$ cat config.mk
export PLATFORM = sky130hd
export DESIGN_NAME = uart_tx_arbiter
export DESIGN_NICKNAME = d
export VERILOG_FILES = /design/src/rtl/uart_arb_pkg.sv /design/src/rtl/uart_baud_cnt.sv /design/src/rtl/uart_tx_arbiter.sv
export SDC_FILE = /design/constraint.sdc
export NUM_CORES = 1
export LEC_CHECK = 0
export ABC_AREA = 0
export CAP_MARGIN = 30
export CORE_AREA = 2 2 57 70
export CTS_BUF_LIST = sky130_fd_sc_hd__clkbuf_2
export CTS_CLUSTER_DIAMETER = 100
export DETAILED_ROUTE_END_ITERATION = 12
export DIE_AREA = 0 0 59 72
export PLACE_DENSITY = 0.72
export SETUP_SLACK_MARGIN = 0.3
export SLEW_MARGIN = 20
export SYNTH_ARGS = -nofsm -noshare
export SYNTH_HDL_FRONTEND = slang
export SYNTH_HIERARCHICAL = 1
export SYNTH_SLANG_ARGS = --single-unit
$ cat constraint.sdc
create_clock -name clk_i -period 4.8 [get_ports clk_i]
set_input_delay 0.72 -clock clk_i [delete_from_list [all_inputs] [get_ports clk_i]]
set_output_delay 0.72 -clock clk_i [all_outputs]
set_load 0.02 [all_outputs]
$ cat src/rtl/uart_arb_pkg.sv
// uart_arb_pkg: shared FSM state type and frame geometry for the arbitrated UART transmitter
package uart_arb_pkg;

    typedef enum logic [1:0] {
        IDLE,
        START,
        DATA,
        STOP
    } state_t;

    localparam int FRAME_BITS = 10;
    localparam int DATA_W     = 8;

endpackage

$ cat src/rtl/uart_baud_cnt.sv
// uart_baud_cnt: bit-period counter, 0..BAUD_DIV-1 with a tick on the last count
//   clk_i  - clock
//   arst_i - asynchronous active-high reset
//   clr_i  - hold the count at zero
//   tick_o - high while the count equals BAUD_DIV-1 (bit boundary)
module uart_baud_cnt #(
    parameter int BAUD_DIV = 868
) (
    input  logic clk_i,
    input  logic arst_i,
    input  logic clr_i,
    output logic tick_o
);

    localparam int CW = $clog2(BAUD_DIV);

    logic [CW-1:0] cnt_q, cnt_d;

    assign tick_o = cnt_q == CW'(BAUD_DIV - 1);

    always_comb cnt_d = (clr_i || tick_o) ? '0 : cnt_q + CW'(1);

    always_ff @(posedge clk_i or posedge arst_i)
        if (arst_i) cnt_q <= '0;
        else        cnt_q <= cnt_d;

endmodule

$ cat src/rtl/uart_tx_arbiter.sv
// uart_tx_arbiter: round-robin arbiter feeding a single 8N1 UART transmitter
//   clk_i            - clock
//   arst_i           - asynchronous active-high reset
//   req0_i, data0_i  - request and byte from requester 0
//   ack0_o           - one-cycle acceptance pulse to requester 0
//   req1_i, data1_i  - request and byte from requester 1
//   ack1_o           - one-cycle acceptance pulse to requester 1
//   tx_o             - serial line, idle high
//   busy_o           - high while a frame is in progress
//   grant_o          - requester owning the current or last frame
module uart_tx_arbiter
    import uart_arb_pkg::*;
#(
    parameter int BAUD_DIV = 868
) (
    input  logic              clk_i,
    input  logic              arst_i,
    input  logic              req0_i,
    input  logic [DATA_W-1:0] data0_i,
    output logic              ack0_o,
    input  logic              req1_i,
    input  logic [DATA_W-1:0] data1_i,
    output logic              ack1_o,
    output logic              tx_o,
    output logic              busy_o,
    output logic              grant_o
);

    state_t            state_q, state_d;
    logic              tx_q, tx_d;
    logic              ack0_q, ack0_d;
    logic              ack1_q, ack1_d;
    logic              busy_q, busy_d;
    logic              grant_q, grant_d;
    logic [DATA_W-1:0] shift_q, shift_d;
    logic [2:0]        idx_q, idx_d;
    logic              tick;
    logic              win;

    uart_baud_cnt #(.BAUD_DIV(BAUD_DIV)) u_baud (
        .clk_i (clk_i),
        .arst_i(arst_i),
        .clr_i (state_q == IDLE),
        .tick_o(tick)
    );

    // Contested requests go to the requester not served last.
    assign win = (req0_i && req1_i) ? ~grant_q : req1_i;

    always_comb begin
        state_d = state_q;
        tx_d    = tx_q;
        ack0_d  = 1'b0;
        ack1_d  = 1'b0;
        busy_d  = busy_q;
        grant_d = grant_q;
        shift_d = shift_q;
        idx_d   = idx_q;
        case (state_q)
            IDLE:
                if (req0_i || req1_i) begin
                    state_d = START;
                    grant_d = win;
                    ack0_d  = ~win;
                    ack1_d  = win;
                    shift_d = win ? data1_i : data0_i;
                    idx_d   = '0;
                    tx_d    = 1'b0;
                    busy_d  = 1'b1;
                end
            START:
                if (tick) begin
                    state_d = DATA;
                    tx_d    = shift_q[0];
                    shift_d = shift_q >> 1;
                end
            DATA:
                if (tick) begin
                    if (idx_q == 3'(DATA_W - 1)) begin
                        state_d = STOP;
                        tx_d    = 1'b1;
                    end else begin
                        tx_d    = shift_q[0];
                        shift_d = shift_q >> 1;
                        idx_d   = idx_q + 3'd1;
                    end
                end
            STOP:
                if (tick) begin
                    state_d = IDLE;
                    tx_d    = 1'b1;
                    busy_d  = 1'b0;
                end
        endcase
    end

    always_ff @(posedge clk_i or posedge arst_i)
        if (arst_i) begin
            state_q <= IDLE;
            tx_q    <= 1'b1;
            ack0_q  <= 1'b0;
            ack1_q  <= 1'b0;
            busy_q  <= 1'b0;
            grant_q <= 1'b1;
            shift_q <= '0;
            idx_q   <= '0;
        end else begin
            state_q <= state_d;
            tx_q    <= tx_d;
            ack0_q  <= ack0_d;
            ack1_q  <= ack1_d;
            busy_q  <= busy_d;
            grant_q <= grant_d;
            shift_q <= shift_d;
            idx_q   <= idx_d;
        end

    assign tx_o    = tx_q;
    assign ack0_o  = ack0_q;
    assign ack1_o  = ack1_q;
    assign busy_o  = busy_q;
    assign grant_o = grant_q;

endmodule

==> impl_results.md <==
- Outcome: complete, no violations
- Clock root cell: clkbuf_2
- Number of port buffers: 24
- CTS tree: built
- Worst Max-Slew Pin Slew: 0.723 ns
- Final ANT Viol Nets: 0
- Most common cell in the synthesized netlist: dfrtp_1
- CTS Hold Buffers Added: 0
- NumNets Final: roughly 210
- Synth cell types: between 50 and 60
- Multi-input logic area: between 900 and 1000 um2
- CTS buffer count: 3
- Initial DRC Count: 75
- Worst Path Required: 5.05 ns
- Final Hold Fails: 0
- CP bufs+invs: 0
- DRC violations left: 0
- Synthesis-to-layout area growth: 16.8%
- Share of the synthesized area in the top cell type: 37.9%
- Clock skew: approximately 0.036 ns
- Htree depth: 1
- Top Family by Delay on Critical Path: simple AND/OR/NAND/NOR gates
- Worst slew margin: roughly half
- Post-synth EDFFs: 0
- I/O pins: 25
- Critical path depth in cells: 6
- First-pass GRT wire length: between 6000 and 7000 um
- Peak Freq: between 300 and 400 MHz
- Worst hold margin: around 0.54 ns
- WL/cell: approximately 16 um
- # Max-Cap Violations: 0
- Worst-Skew Late Latency: just under 0.4 ns
- Power per cell area: roughly 210 nW/um2
- Mean Syn Cell Area: slightly above 10 um2
- DRT Wirelength: 3610 um
- Worst Hold Depth: 2
- Final setup vio count: 0
- Setup crit start kind: flop
- Seq. cell area: 703 um2
- Detailed-placement wirelength estimate: roughly 2700 um
- NetSw: slightly above 0.09 mW
- Routability cong.: a little under 0.9
- Die Footprint: 4250 um2
- Post-synthesis cell count: around 170
- Vias in the first global route: 1407
- Grt total ovfl: 0
- Post-synth ARST share: between 90% and 100%
- RSZ-0062 raised after global routing: no
- RR Startpoint: u_baud/cnt_q[1]$_DFF_PP0_
- Setup TNS: 0 ns
- Post-cts gate resize count: 0
- Die Height: between 70 and 80 um
- Std-Cell Rows: 24
- PnR worst setup slack: 1.97 ns
- Hold-critical path endpoint: shift_q[2]$_DFFE_PP0P_
- Die Span X: slightly below 60 um
- Min cycle time layout: 2.83 ns
- Area leader, netlist: dfrtp_1
- Reg2Reg Depth: 6
- Power share of the combinational group: 7.9%
- Synthesized flop and latch total: 28
- Core area: 3540 um2
- Crit path kind: flop to flop
- Clk pwr share: between 30% and 40%
- Worst R2R End: shift_q[4]$_DFFE_PP0P_
- Worst Path Arrival: just over 3 ns
- Fillcell total: 309
- Hold crit path type: flop to flop
- Pins over their slew limit: 0
- CTS sink cnt: 28
- GRT Overall Usage: approximately 18%
- Mapped cell area: 1720 um2
- CP max-delay cell: nor4_2
- Sequential power share: a little under three fifths
- Hold Path Origin: shift_q[2]$_DFFE_PP0P_
- Post-CTS setup buffer count: 0
- ANT cells: 0
- Sequential-to-total area share from yosys stat: 41.0%
- Static Leak: about 0.81 nW
- Starting Density: 48.4%
- Critical path, cell by cell: ha_1 -> nand4bb_4 -> nor4_2 -> nor2b_1 -> a2111oi_4 -> o32ai_1
- Max VDD drop: ~0.00012 V
- Clk pin slew, worst setup/hold paths: 0.30 ns
- Share of cells above drive strength 1: between 10% and 20%
- Clock Path Buffers: 2
- Post-route clock period utilization: 59.0%
- Max incr delay on CP: around 0.62 ns
- Synth warn: 6
- Switching share of power: around 22%
- Top_reg_cell synth: dfrtp_1
- Pin count of the biggest net entering global routing: 19
- Antenna violations before repair: 0
- Routed via count: 1360
- Post-Syn Nets: 193
- Vias per inst: a little over 6
- Critical path capture point type: flop
- P_int: roughly 0.33 mW
- Crit path max fanout: 9
- Synth cell count leaders: 26 x dfrtp_1, 17 x inv_1, 9 x nor2_1
- Setup Slack @ Placement: between 1.5 and 2 ns
- Top cells by area, synth: dfrtp_1 38%, ha_1 5.1%, a211o_2 4.1%
- DR pass1 iterations: 5
- R2R setup slack: roughly 2.0 ns
## per-stage QoR
step                cells  area [um2]  total power [mW]  util, %
global placement      221        1950             0.280     55.1
finish                225        2000             0.423     56.5
CTS                   225        2000             0.424     56.4
global route          225        2000             0.439     56.5
floorplan             166        1720             0.261        -
detailed placement    221        1950             0.281     55.1
## registers in the layout, summed over array words and instances, names as in the netlist
| name | cells |
|---|---|
| u_baud/cnt_q | 10 |
| shift_q | 8 |
| idx_q | 3 |
| state_q | 2 |
| ack0_o | 1 |
| ack1_o | 1 |
| busy_o | 1 |
| grant_o | 1 |
| tx_o | 1 |
## cells in the final DEF, fill, tap and decap left out, types with 2 or more instances in the layout
| master | count |
|---|---|
| dfstp_2 | 2 |
| nand3_1 | 7 |
| nor2_1 | 9 |
| o21a_1 | 2 |
| o32ai_1 | 8 |
| inv_1 | 17 |
| clkbuf_2 | 3 |
| a221oi_1 | 7 |
| xor2_1 | 2 |
| nand4_1 | 2 |
| a21oi_1 | 8 |
| o21ai_0 | 5 |
| nand2_1 | 5 |
| dfrtp_1 | 26 |
| a22o_1 | 2 |
| or3_1 | 5 |
| a211o_2 | 7 |
| and2_1 | 8 |
| ha_1 | 7 |
| nor3_1 | 2 |
| clkdlybuf4s50_1 | 24 |
## cell type report
| type | count | area share, % |
|---|---|---|
| clock buffer | 3 | 0.750 |
| clock inverter | 1 | 1.50 |
| inverter | 17 | 3.19 |
| multi-input combinational | 113 | 45.0 |
| sequential | 28 | 35.1 |
| tap | 39 | 2.44 |
| timing repair buffer | 24 | 12.0 |
## power groups by stage
stage	Combinational (mW)	Clock [mW]	Sequential [mW]
6_report	0.0334	0.146	0.243
5_1_grt	0.0378	0.157	0.244
4_1_cts	0.0340	0.147	0.243
3_5_place_dp	0.0340	0	0.247
3_3_place_gp	0.0327	0	0.247
2_1_floorplan	0.0145	0	0.247
## worst min-delay path, stage by stage (launching register included)
cell	delay [ns]
dfrtp_1	0.38
inv_1	0.05
o32ai_1	0.09
## how the worst max path moves through the flow
stage                         startpoint                      to  slack, ns
2_1_floorplan  u_baud/cnt_q[0]$_DFF_PP0_  shift_q[0]$_DFFE_PP0P_       2.28
4_1_cts        u_baud/cnt_q[1]$_DFF_PP0_  shift_q[5]$_DFFE_PP0P_       1.61
3_5_place_dp   u_baud/cnt_q[0]$_DFF_PP0_  shift_q[0]$_DFFE_PP0P_       1.65
6_report       u_baud/cnt_q[1]$_DFF_PP0_  shift_q[4]$_DFFE_PP0P_       1.97
5_1_grt        u_baud/cnt_q[1]$_DFF_PP0_  shift_q[3]$_DFFE_PP0P_       1.78
3_3_place_gp   u_baud/cnt_q[0]$_DFF_PP0_  shift_q[6]$_DFFE_PP0P_       1.88
## cell families after synthesis
family	Yosys count	share of synthesized area [%]
and+or+nand+nor	49	18.1
muxes	3	1.90
AOI/OAI and AO/OA	51	25.6
xor gates and xnor gates	3	1.53
DFF	28	41.0
buffers and inverters	25	6.78
adders and majority gates	7	5.11
## per-layer routing
layer	track usage, %	part of all wire (%)	vias up	wire (um)
li1	-	-	659	-
met1	22.1	41	654	1490
met2	32.1	53	39	1900
met3	3.74	4.7	8	171
met4	6.06	1.4	0	51
met5	0	0	-	0
Note: power is estimated with default switching activity, not from simulation.
